## config.mk

```make
export PLATFORM = sky130hd
export DESIGN_NAME = rtc_timekeeper
export DESIGN_NICKNAME = d
export VERILOG_FILES = /design/src/rtl/rtc_timekeeper.sv
export SDC_FILE = /design/constraint.sdc
export NUM_CORES = 1
export LEC_CHECK = 0
export BUFFER_PORTS_ARGS = -buffer_cell sky130_fd_sc_hd__buf_4
export CAP_MARGIN = 20
export CORE_MARGIN = 1
export CORE_UTILIZATION = 38
export CTS_CLUSTER_DIAMETER = 30
export DETAILED_ROUTE_END_ITERATION = 10
export MAX_ROUTING_LAYER = met4
export PLACE_DENSITY_LB_ADDON = 0.2
export SYNTH_ARGS = -nofsm -noshare
export SYNTH_HDL_FRONTEND = slang
export SYNTH_SLANG_ARGS = --single-unit
```

## constraint.sdc

```tcl
create_clock -name clk -period 7.7 [get_ports clk]
set_input_delay 1.155 -clock clk [delete_from_list [all_inputs] [get_ports clk]]
set_output_delay 1.155 -clock clk [all_outputs]
set_load 0.02 [all_outputs]
```

## src/rtl/rtc_timekeeper.sv

```systemverilog
// rtc_timekeeper
//   DS1307-style timekeeping core. Divides clk down to a 1 Hz tick and keeps
//   the BCD time/date/control registers 0x00-0x07 that the I2C register
//   interface exposes; I2C writes to those addresses are applied here.
//
//   Ports
//     clk, rst        system clock, synchronous active-high reset
//     addr, dataIn    I2C register address / write data
//     writeEn         one-cycle write strobe (addresses 0x00-0x07 only)
//     Reg0..Reg7      seconds, minutes, hours, day, date, month, year, control
//     tick1hz         one-cycle pulse after each counted second
//     sqw             square-wave / OUT pin
module rtc_timekeeper #(
    parameter int unsigned CLK_HZ = 28000000
) (
    input  logic       clk,
    input  logic       rst,
    input  logic [5:0] addr,
    input  logic [7:0] dataIn,
    input  logic       writeEn,
    output logic [7:0] Reg0,
    output logic [7:0] Reg1,
    output logic [7:0] Reg2,
    output logic [7:0] Reg3,
    output logic [7:0] Reg4,
    output logic [7:0] Reg5,
    output logic [7:0] Reg6,
    output logic [7:0] Reg7,
    output logic       tick1hz,
    output logic       sqw
);

    // Half period in clk cycles for a wave of frequency f, rounded, at least 1.
    function automatic int unsigned half_cycles(input int unsigned f);
        int unsigned h;
        h = (CLK_HZ + f) / (2 * f);
        return (h == 0) ? 1 : h;
    endfunction

    localparam int unsigned PW    = (CLK_HZ > 1) ? $clog2(CLK_HZ) : 1;
    localparam logic [PW-1:0] PTERM = PW'(CLK_HZ - 1);
    localparam logic [PW-1:0] PHALF = PW'(CLK_HZ / 2);
    localparam int unsigned H4K   = half_cycles(4096);
    localparam int unsigned H8K   = half_cycles(8192);
    localparam int unsigned H32K  = half_cycles(32768);
    localparam int unsigned DW    = $clog2(H4K) + 1;

    // BCD increment: a low digit of 9 or more carries into the tens digit.
    function automatic logic [7:0] bcd_inc(input logic [7:0] v);
        return (v[3:0] >= 4'd9) ? {v[7:4] + 4'd1, 4'd0} : v + 8'd1;
    endfunction

    // Anything at or above the limit wraps to the minimum, valid BCD or not.
    function automatic logic [7:0] roll(input logic [7:0] v, input logic [7:0] lim,
                                        input logic [7:0] min);
        return (v >= lim) ? min : bcd_inc(v);
    endfunction

    logic [PW-1:0] presc, presc_nxt;
    logic          deferred, defer_nxt;
    logic          wr, wr0, wr7, tick_int, pending, do_tick;
    logic          c_min, c_hr, c_day, c_mon, c_yr, leap, pm;
    logic [7:0]    sec, hr, hn, dy, dt, mo, last_date;
    logic [7:0]    r0_t, r1_t, r2_t, r3_t, r4_t, r5_t, r6_t;
    logic [7:0]    reg7_nxt;
    logic          ch_nxt, wave, wave_nxt, sqw_nxt;
    logic [DW-1:0] div_cnt, div_nxt, half_sel;

    always_comb begin
        wr        = writeEn && (addr[5:3] == 3'b000);
        wr0       = wr && (addr[2:0] == 3'd0);
        wr7       = wr && (addr[2:0] == 3'd7);
        tick_int  = !Reg0[7] && (presc == PTERM);
        // A tick colliding with a write to 0x01-0x07 is held for one cycle;
        // a write to 0x00 discards it.
        pending   = tick_int || deferred;
        do_tick   = pending && !wr;
        defer_nxt = pending && wr && !wr0;

        if (wr0 || Reg0[7] || tick_int) presc_nxt = '0;
        else                            presc_nxt = presc + PW'(1);

        // Cascade from the currently stored values.
        sec   = {1'b0, Reg0[6:0]};
        c_min = sec >= 8'h59;
        r0_t  = (Reg0 & 8'h80) | (roll(sec, 8'h59, 8'h00) & 8'h7F);

        c_hr  = c_min && (Reg1 >= 8'h59);
        r1_t  = c_min ? roll(Reg1, 8'h59, 8'h00) : Reg1;

        if (Reg2[6]) begin
            // 12 h: only 11 PM -> 12 AM advances the date.
            hr    = {3'b000, Reg2[4:0]};
            hn    = roll(hr, 8'h12, 8'h01);
            pm    = Reg2[5] ^ (hr == 8'h11);
            r2_t  = c_hr ? ({2'b01, pm, 5'b00000} | (hn & 8'h1F)) : Reg2;
            c_day = c_hr && (hr == 8'h11) && Reg2[5];
        end else begin
            hr    = {2'b00, Reg2[5:0]};
            hn    = roll(hr, 8'h23, 8'h00);
            pm    = 1'b0;
            r2_t  = c_hr ? (hn & 8'h3F) : Reg2;
            c_day = c_hr && (hr >= 8'h23);
        end

        dy   = {5'b00000, Reg3[2:0]};
        r3_t = c_day ? (roll(dy, 8'h07, 8'h01) & 8'h07) : Reg3;

        // BCD year divisible by 4: (10*tens + ones) mod 4 == (2*tens[0] + ones) mod 4.
        leap = !Reg6[0] && (Reg6[1] == Reg6[4]);
        mo   = {3'b000, Reg5[4:0]};
        case (mo)
            8'h02:                      last_date = leap ? 8'h29 : 8'h28;
            8'h04, 8'h06, 8'h09, 8'h11: last_date = 8'h30;
            default:                    last_date = 8'h31;
        endcase

        dt    = {2'b00, Reg4[5:0]};
        c_mon = c_day && (dt >= last_date);
        r4_t  = c_day ? (roll(dt, last_date, 8'h01) & 8'h3F) : Reg4;

        c_yr  = c_mon && (mo >= 8'h12);
        r5_t  = c_mon ? (roll(mo, 8'h12, 8'h01) & 8'h1F) : Reg5;
        r6_t  = c_yr ? roll(Reg6, 8'h99, 8'h00) : Reg6;

        // Square wave, computed from next-state values so sqw is registered
        // in step with the registers and prescaler.
        reg7_nxt = wr7 ? (dataIn & 8'h93) : Reg7;
        ch_nxt   = wr0 ? dataIn[7] : Reg0[7];
        case (Reg7[1:0])
            2'b10:   half_sel = DW'(H8K - 1);
            2'b11:   half_sel = DW'(H32K - 1);
            default: half_sel = DW'(H4K - 1);
        endcase
        if (wr7 || ch_nxt || !Reg7[4]) begin
            div_nxt  = '0;
            wave_nxt = 1'b0;
        end else if (div_cnt >= half_sel) begin
            div_nxt  = '0;
            wave_nxt = !wave;
        end else begin
            div_nxt  = div_cnt + DW'(1);
            wave_nxt = wave;
        end
        if (!reg7_nxt[4])              sqw_nxt = reg7_nxt[7];
        else if (ch_nxt)               sqw_nxt = 1'b0;
        else if (reg7_nxt[1:0] == 2'b00) sqw_nxt = (presc_nxt < PHALF);
        else                           sqw_nxt = wave_nxt;
    end

    always_ff @(posedge clk) begin
        if (rst) begin
            presc    <= '0;
            deferred <= 1'b0;
            tick1hz  <= 1'b0;
            sqw      <= 1'b0;
            div_cnt  <= '0;
            wave     <= 1'b0;
            Reg0     <= 8'h80;
            Reg1     <= 8'h00;
            Reg2     <= 8'h00;
            Reg3     <= 8'h01;
            Reg4     <= 8'h01;
            Reg5     <= 8'h01;
            Reg6     <= 8'h00;
            Reg7     <= 8'h03;
        end else begin
            presc    <= presc_nxt;
            deferred <= defer_nxt;
            tick1hz  <= do_tick;
            sqw      <= sqw_nxt;
            div_cnt  <= div_nxt;
            wave     <= wave_nxt;
            if (wr) begin
                case (addr[2:0])
                    3'd0:    Reg0 <= dataIn;
                    3'd1:    Reg1 <= dataIn;
                    3'd2:    Reg2 <= dataIn & 8'h7F;
                    3'd3:    Reg3 <= dataIn & 8'h07;
                    3'd4:    Reg4 <= dataIn & 8'h3F;
                    3'd5:    Reg5 <= dataIn & 8'h1F;
                    3'd6:    Reg6 <= dataIn;
                    default: Reg7 <= dataIn & 8'h93;
                endcase
            end else if (do_tick) begin
                Reg0 <= r0_t;
                Reg1 <= r1_t;
                Reg2 <= r2_t;
                Reg3 <= r3_t;
                Reg4 <= r4_t;
                Reg5 <= r5_t;
                Reg6 <= r6_t;
            end
        end
    end

endmodule

```

==> summary.md, run 1 <==
| Metric | Value |
|---|---|
| CTS Buffer Depth | `2` |
| Final Cycle Share | `0.515` |
| Crit path capture type | `flip-flop` |
| Die ar. | `15800 um2` |
| Hold Crit Class | `flip-flop to flip-flop` |
| Worst-path clk slew | `0.06 ns` |
| Wire per inst | `15.1 um` |
| Fin Setup TNS | `0 ns` |
| Buffers on Ports | `67` |
| Core area | `14800 um2` |
| Final critical-path required period | `3.97 ns` |
| First-pass GRT wire length | `24200 um` |
| Peak Freq | `0.252 GHz` |
| Data required time at the worst endpoint | `7.90 ns` |
| Grt ovf | `0` |
| Maximum fanout along the worst path | `12` |
| Post-Syn Area per Cell | `7.93 um2` |
| PnR Total Power | `960 uW` |
| Clock sinks | `91` |
| WL final | `14600 um` |
| # hold bufs at CTS | `0` |
| Clock network power share | `0.464` |
| Mapped cell area | `5820 um2` |
| Most common cell after layout, fill and taps aside | `nor2_1` |
| Gr usage total | `0.196` |
| Antenna-violating nets left | `0` |
| CTS buffer count | `9` |
| Worst skew pair latency | `0.34 ns` |
| Vias | `5317` |
| Share of cells above drive strength 1 | `0.121` |
| Post-synth EDFFs | `0` |
| DIE HEIGHT | `126 um` |
| Largest net degree at the start of global routing | `57` |
| Sw power | `209 uW` |
| CTS resizes | `0` |
| Residual DRC | `0` |
| Pwr dens | `144 nW/um2` |
| Initial core utilization | `0.394` |
| Count of state elements after synthesis | `91` |
| Inserted Diodes | `0` |
| Seq pwr share | `0.493` |
| RSZ-0062 raised after global routing | `false` |
| Yosys Warn Count | `0` |
| CTS tree | `done` |
| Die Span X | `126 um` |
| Nets | `845` |
| Top Ports | `83` |
| Pre-CTS setup slack | `3.80 ns` |
| Area grow syn2layout | `14.8%` |
| Status | `finished, final reports clean` |
| Clk Tree Root Cell | `clkbuf_16` |
| Layout Utilization | `0.453` |
| Least-Margin Pin Slew | `0.986 ns` |
| Final WS setup | `3.73 ns` |
| Startpoint Class | `flip-flop` |
| Leak Pwr | `0.00262 uW` |
| Crit path kind | `flip-flop to flip-flop` |
| Slew HR | `0.342` |
| Cell internal pwr | `751 uW` |
| Clock skew | `0.00523 ns` |
| Post-CTS setup buffers | `0` |
| Dpl hpwl | `10600 um` |
| Most frequent cells in the layout | `99 x nor2_1, 91 x dfxtp_1, 68 x buf_4, 62 x nand2_1, 46 x ha_1` |
| VDD IR max | `107 uV` |
| Final setup vio count | `0` |
| Post-synth ARST share | `0` |
| Vias in the first global route | `4951` |
| Vias/cell | `5.48` |
| Post-synthesis cell type count | `71` |
| Sw frac | `0.218` |
| Critical Path AT | `4.17 ns` |
| CTS H-tree depth | `3` |
| Final Max Slew Viols | `0` |
| Register area share after synthesis | `0.313` |
| Combinational share of power | `0.043` |
| Number of max-cap violations | `0` |
| First drt pass iteration count | `7` |
| Ys flop type | `dfxtp_1` |
| Initial detailed-routing violation count | `387` |
| Cell row count | `44` |
| Routability cong. | `0.859` |
| Post-Synthesis Cells | `734` |
| Final hold violation count | `0` |
| Initial antenna violation count | `0` |
[final cells by class]
| cell class | count | area (um2) |
|---|---|---|
| Fill cell | 1456 | 8070 |
| Multi-Input combinational cell | 574 | 3680 |
| Sequential cell | 91 | 1820 |
| Timing Repair Buffer | 68 | 510 |
| Clock buffer | 13 | 260 |
| Tap cell | 184 | 230 |
| Inverter | 38 | 143 |
| Clock inverter | 2 | 35.0 |
[synthesized netlist by cell type (3+ instances only)]
| master | n | area [um2] |
|---|---|---|
| nand3_1 | 31 | 155 |
| a211o_1 | 6 | 52.6 |
| and3_1 | 14 | 87.6 |
| a311oi_1 | 7 | 61.3 |
| a22oi_1 | 3 | 22.5 |
| buf_4 | 15 | 113 |
| nand4_1 | 9 | 56.3 |
| nor2b_1 | 8 | 50.1 |
| o32ai_1 | 4 | 35.0 |
| or2_2 | 3 | 18.8 |
| nor4_1 | 4 | 25.0 |
| nor3_1 | 12 | 60.1 |
| o211ai_1 | 7 | 52.6 |
| inv_1 | 38 | 143 |
| a21o_1 | 3 | 22.5 |
| a221oi_1 | 3 | 26.3 |
| nor4bb_1 | 3 | 30.0 |
| nand3b_1 | 3 | 22.5 |
| and2_1 | 6 | 37.5 |
| o31ai_1 | 6 | 45.0 |
| mux2i_1 | 4 | 40.0 |
| nor2_1 | 99 | 372 |
| ha_1 | 46 | 576 |
| o21ai_0 | 41 | 205 |
| a31oi_1 | 8 | 50.1 |
| a21oi_1 | 38 | 190 |
| nand2b_1 | 10 | 62.6 |
| or3_1 | 5 | 31.3 |
| nor3b_1 | 6 | 45.0 |
| o31a_1 | 8 | 70.1 |
| dfxtp_1 | 91 | 1820 |
| xnor2_1 | 21 | 184 |
| xor2_1 | 21 | 184 |
| nand2_1 | 62 | 233 |
| and4_1 | 4 | 35.0 |
| a21boi_0 | 3 | 22.5 |
| or4_1 | 3 | 22.5 |
| a211oi_1 | 14 | 105 |
| clkbuf_1 | 27 | 101 |
[state kept, by name (all words and copies together), names as in the netlist, 4 cells and up]
signal,count
Reg0,8
Reg1,8
Reg2,7
Reg4,6
Reg5,5
Reg6,8
Reg7,4
div_cnt,13
presc,25
[kinds of logic after synthesis]
family	count (synthesis)	synth area share
AO/OA/AOI/OAI	171	0.197
flip-flops	91	0.313
XOR/XNOR	42	0.0632
multiplexers	4	0.00688
AND/OR/NAND/NOR	296	0.256
other	1	0.000644
buffers and inverters	83	0.0647
adder cells (fa/ha/maj)	46	0.0989
[critical path, cell delays in order, from the launching register on]
cell and delay, ns:
dfxtp_1 0.45, inv_1 0.10, ha_1 0.23, and3_1 0.20, o21ai_0 0.10, o211a_1 0.18
ha_1 0.22, or4b_1 0.47, a21oi_1 0.17, nor2b_1 0.06, o21ai_0 0.38, nor2_1 0.10
a21oi_1 0.80, or2_1 0.27, o32ai_1 0.09
[worst paths after layout]
check | from | end | slack (ns) | cells after the start
min | div_cnt[0] | div_cnt[0] | 0.46 | 1
max reg2reg | Reg5[0] | Reg6[3] | 3.73 | 14
max | Reg5[0] | Reg6[3] | 3.73 | 14
min reg2reg | div_cnt[0] | div_cnt[0] | 0.46 | 1
[power by group through the flow]
stage	Sequential [uW]	Clock [uW]	Combinational, uW
6_report	473	445	41.5
5_1_grt	473	480	44.5
4_1_cts	473	462	41.2
3_5_place_dp	483	0	41.1
3_3_place_gp	483	0	40.5
2_1_floorplan	484	0	28.9
[through the flow]
stage               hold slack (ns)  area (um2)  std cells
floorplan                     0.430        5870        748
global placement              0.445        6390        955
detailed placement            0.455        6390        955
CTS                           0.471        6680        970
global route                  0.494        6680        970
finish                        0.461        6680        970
[routing by layer]
metal,GRT usage,wire length (um)
met2,0.306,6670
met3,0.0493,786
met4,0.0631,174
met5,-,0
met1,0.247,6990
No activity file was read; power rests on OpenSTA's default activity.
==> run 2, diff against run 1 <==
--- a/config.mk
+++ b/config.mk
@@ -5,6 +5,7 @@
 export SDC_FILE = /design/constraint.sdc
 export NUM_CORES = 1
 export LEC_CHECK = 0
+export ABC_AREA = 1
 export BUFFER_PORTS_ARGS = -buffer_cell sky130_fd_sc_hd__buf_4
 export CAP_MARGIN = 20
 export CORE_MARGIN = 1
==> constraint.sdc (replaced) <==
create_clock -name clk -period 3.9 [get_ports clk]
set_input_delay 0.585 -clock clk [delete_from_list [all_inputs] [get_ports clk]]
set_output_delay 0.585 -clock clk [all_outputs]
set_load 0.02 [all_outputs]
==> run 2 against run 1 <==
- die area is 4.8% higher
- combinational power is 100% higher
- register-to-register slack got worse by 2.4 ns
- clock skew rose by 0.0043 ns
- sequential share of layout area decreased by 1.4 points
- utilization up 0.39 points
- worst setup slack got worse by 2.4 ns
- synthesized cell count increased by 23%
- cell count up 22%
- sequential power is 97% higher
- non-clock buffer count increased by 1
- area after synthesis rose by 4.8%
- critical path type unchanged
- largest power group is now the clock network
==> summary.md, run 2 <==
| Metric | Value |
|---|---|
| Status | `finished, final reports clean` |
| R2R depth | `18 (+4)` |
| Layout Utilization | `0.457 (+0.00392)` |
| Post-Synth XOR/XNOR Area | `0.0359 (-0.0273)` |
| # hold bufs at CTS | `0 (unchanged)` |
| Maximum fanout along the worst path | `10 (-2)` |
| Post-synthesis cell type count | `50 (-30%)` |
| Vias in the first global route | `5352 (+8.1%)` |
| CTS buffer count | `9 (unchanged)` |
| Reg2Reg Launch Point | `Reg5[0]` |
| R2r setup slk | `1.35 ns (-2.39 ns)` |
| Min-delay src | `div_cnt[0]` |
| Most frequent cell after synthesis | `nand2_1` |
| WHS Path Cells | `1 (unchanged)` |
| Largest family of logic cells by synthesized area | `simple AND/OR/NAND/NOR gates` |
| First-pass GRT wire length | `26200 um (+7.9%)` |
| Max reg flops | `25 (unchanged)` |
| Adder-cell share of the synthesized area | `0.0943 (-0.00456)` |
| Final Cycle Share | `0.655 (+0.140)` |
| Hold Crit Class | `flip-flop to flip-flop` |
| Pwr dens | `281 nW/um2 (+96%)` |
| Cell row count | `45 (+2.3%)` |
| Crit path capture type | `flip-flop` |
| Final critical-path required period | `2.55 ns (-1.41 ns)` |
| Synth top area share | `0.299 (-0.0144)` |
| Most frequent cells in the layout | `171 x nand2_1, 131 x nor2_1, 107 x inv_1, 91 x dfxtp_1, 69 x buf_4` |
| Post-synth EDFFs | `0 (unchanged)` |
| Share of cells above drive strength 1 | `0.133 (+0.0120)` |
| Clock sinks | `91 (unchanged)` |
| Hold Slack | `0.464 ns (+0.00229 ns)` |
| Most frequent CP cell | `inv_1` |
| First drt pass iteration count | `5 (-2)` |
| Final hold violation count | `0 (unchanged)` |
| CP max-delay cell | `dfxtp_1` |
| Crit path kind | `flip-flop to flip-flop` |
| Critical path, cell by cell | `inv_1, ha_1, nand3_1, inv_1, o21ai_0, nand4_1, inv_1, ha_1, nand3_1, nand3b_1, nand3_1, inv_1, nor2_1, nand2_2, nand2_4, inv_2, nor2_1, nor2_1` |
| Initial core utilization | `0.395 (+0.00104)` |
| Top cells by count, synth | `171 x nand2_1, 131 x nor2_1, 107 x inv_1, 91 x dfxtp_1, 63 x o21ai_0` |
| CTS Buffer Depth | `2 (unchanged)` |
| Startpoint Class | `flip-flop` |
| Most common cell after layout, fill and taps aside | `nand2_1` |
| Multiplexer share of the synthesized area | `0 (-0.00688)` |
| Clock skew | `0.00953 ns (+0.00430 ns)` |
| Number of max-cap violations | `0 (unchanged)` |
| Synth Area in Compound Gates | `0.148 (-0.0485)` |
| Antenna-violating nets left | `0 (unchanged)` |
| Post-Synth Simple-Gate Area | `0.317 (+0.0612)` |
| Count of state elements after synthesis | `91 (unchanged)` |
| CTS H-tree depth | `3 (unchanged)` |
| WL final | `15800 um (+8.2%)` |
| Residual DRC | `0 (unchanged)` |
| Worst-path clk slew | `0.07 ns (about the same)` |
| CTS tree | `done` |
| Inserted Diodes | `0 (unchanged)` |
| Largest area contributor in the netlist | `dfxtp_1` |
| PnR Total Power | `1980 uW (+110%)` |
| Fin Setup TNS | `0 ns (unchanged)` |
| Post-CTS setup buffers | `0 (unchanged)` |
| Largest net degree at the start of global routing | `40 (-30%)` |
| Die ar. | `16600 um2 (+4.8%)` |
| Vias/cell | `4.92 (-10%)` |
| Register area share after synthesis | `0.299 (-0.0144)` |
| Final setup vio count | `0 (unchanged)` |
| Peak Freq | `0.391 GHz (+55%)` |
| Top Ports | `83 (unchanged)` |
| Core area | `15400 um2 (+4.6%)` |
| Mapped cell area | `6100 um2 (+4.8%)` |
| Critical Path Max Stage Delay | `0.35 ns (-0.45 ns)` |
| RSZ-0062 raised after global routing | `false` |
| Largest cells by area after synthesis | `dfxtp_1 30%, nand2_1 11%, ha_1 9.4%` |
| Initial antenna violation count | `0 (unchanged)` |
| Biggest regs | `presc: 25 flops, div_cnt: 13 flops` |
| Post-synth ARST share | `0 (unchanged)` |
| Routability cong. | `0.881 (+2.6%)` |
| Dpl hpwl | `12000 um (+12%)` |
| Reg2reg end | `Reg6[2]` |
| VDD IR max | `216 uV (+100%)` |
| Area grow syn2layout | `15.5%` |
| Final non-filler cell total | `1182 (+22%)` |
| Gr usage total | `0.206 (+0.0104)` |
| CTS resizes | `0 (unchanged)` |
| Post-Synthesis Cells | `905 (+23%)` |
| Slew HR | `0.560 (+0.218)` |
| Final Max Slew Viols | `0 (unchanged)` |
| Hold worst-path end | `div_cnt[0]` |
| Leak Pwr | `0.00309 uW (+18%)` |
| Nets | `1030 (+22%)` |
| Data required time at the worst endpoint | `4.15 ns (-3.75 ns)` |
| Clk Tree Root Cell | `clkbuf_16` |
| Largest Register | `presc` |
| Buffers on Ports | `67 (unchanged)` |
| Critical Path AT | `2.81 ns (-1.36 ns)` |
| Initial detailed-routing violation count | `360 (-7.0%)` |
| Wire per inst | `13.4 um (-11%)` |
| DIE HEIGHT | `129 um (+2.3%)` |
| Grt ovf | `0 (unchanged)` |
| Post-Syn Area per Cell | `6.74 um2 (-15%)` |
| Yosys Warn Count | `0 (unchanged)` |
| Worst skew pair latency | `0.36 ns (+0.02 ns)` |
| Least-Margin Pin Slew | `0.657 ns (-0.330 ns)` |
| Die Span X | `129 um (+2.3%)` |
| FILL cells | `1692 (+16%)` |
| Dpl cells | `1167 (+22%)` |
| Ys flop type | `dfxtp_1` |
| Vias | `5821 (+9.5%)` |
## run 2: changes by cell type in the layout (fill, tap and decap cells not counted), sizes merged, moves of 13 or more
| cell | previous run | this run |
|---|---|---|
| a21oi | 38 | 55 |
| and3 | 15 | 1 |
| inv | 38 | 116 |
| nand2 | 62 | 179 |
| nand3 | 31 | 54 |
| nor2 | 99 | 142 |
| o21ai | 44 | 77 |
| xnor2 | 21 | 8 |
## run 2: how the worst max path moves through the flow
stage | slack, ns | depth (start not counted) | to | startpoint
after floorplan | 1.54 | 17 | Reg6[0] | Reg5[1]
after global placement | 1.32 | 10 | presc[10] | addr[5]
after detailed placement | 1.30 | 10 | presc[10] | addr[5]
after CTS | 1.35 | 18 | Reg6[2] | Reg5[0]
after global routing | 1.01 | 10 | div_cnt[9] | Reg7[1]
final | 1.35 | 18 | Reg6[2] | Reg5[0]
## run 2: critical path: cells and delay by family (launching register included)
kind,cells,cell delay (ns)
buffers and inverters,5,0.50
adder cells (fa/ha/maj),2,0.47
flip-flops,1,0.35
AND/OR/NAND/NOR,10,1.06
AO/OA/AOI/OAI,1,0.09
## run 2: metal layers
layer / track usage / wire length (um) / up-vias
li1: - / - / 3047
met4: 0.0727 / 242 / 0
met3: 0.0312 / 687 / 18
met5: - / 0 / -
met2: 0.323 / 7280 / 106
met1: 0.269 / 7610 / 2650
## run 2: report_power, final
part	total (uW)	switching (uW)	leakage [uW]	internal, uW
registers	934	3.33	0.000733	931
logic	83.5	58.6	0.00220	25.0
clock network	963	385	0.000156	578
## run 2: final cells by class
cell class	instances	area [um2]	share of cell area
clock buffers	11	243	0.0344
inverters	116	438	0.0621
multi-input cells	680	3690	0.524
well taps	211	264	0.0375
flip-flops and latches	91	1820	0.258
clock inverters	4	73.8	0.0105
repair buffers	69	518	0.0735
## run 2: kinds of logic (layout without fill, tap and decap cells)
kind of cell             Yosys count  after routing
AND/OR/NAND/NOR                  431            431
AO/OA/AOI/OAI                    163            163
buffers and inverters            148            200
flip-flops                        91             91
adder cells (fa/ha/maj)           46             46
XOR/XNOR                          25             25
other                              1             15
## run 2: metrics by stage
stage	cell area (um2)	setup WS (ns)
floorplan	6150	1.54
global placement	6730	1.32
CTS	7050	1.35
finish	7050	1.35
detailed placement	6730	1.30
global route	7050	1.01
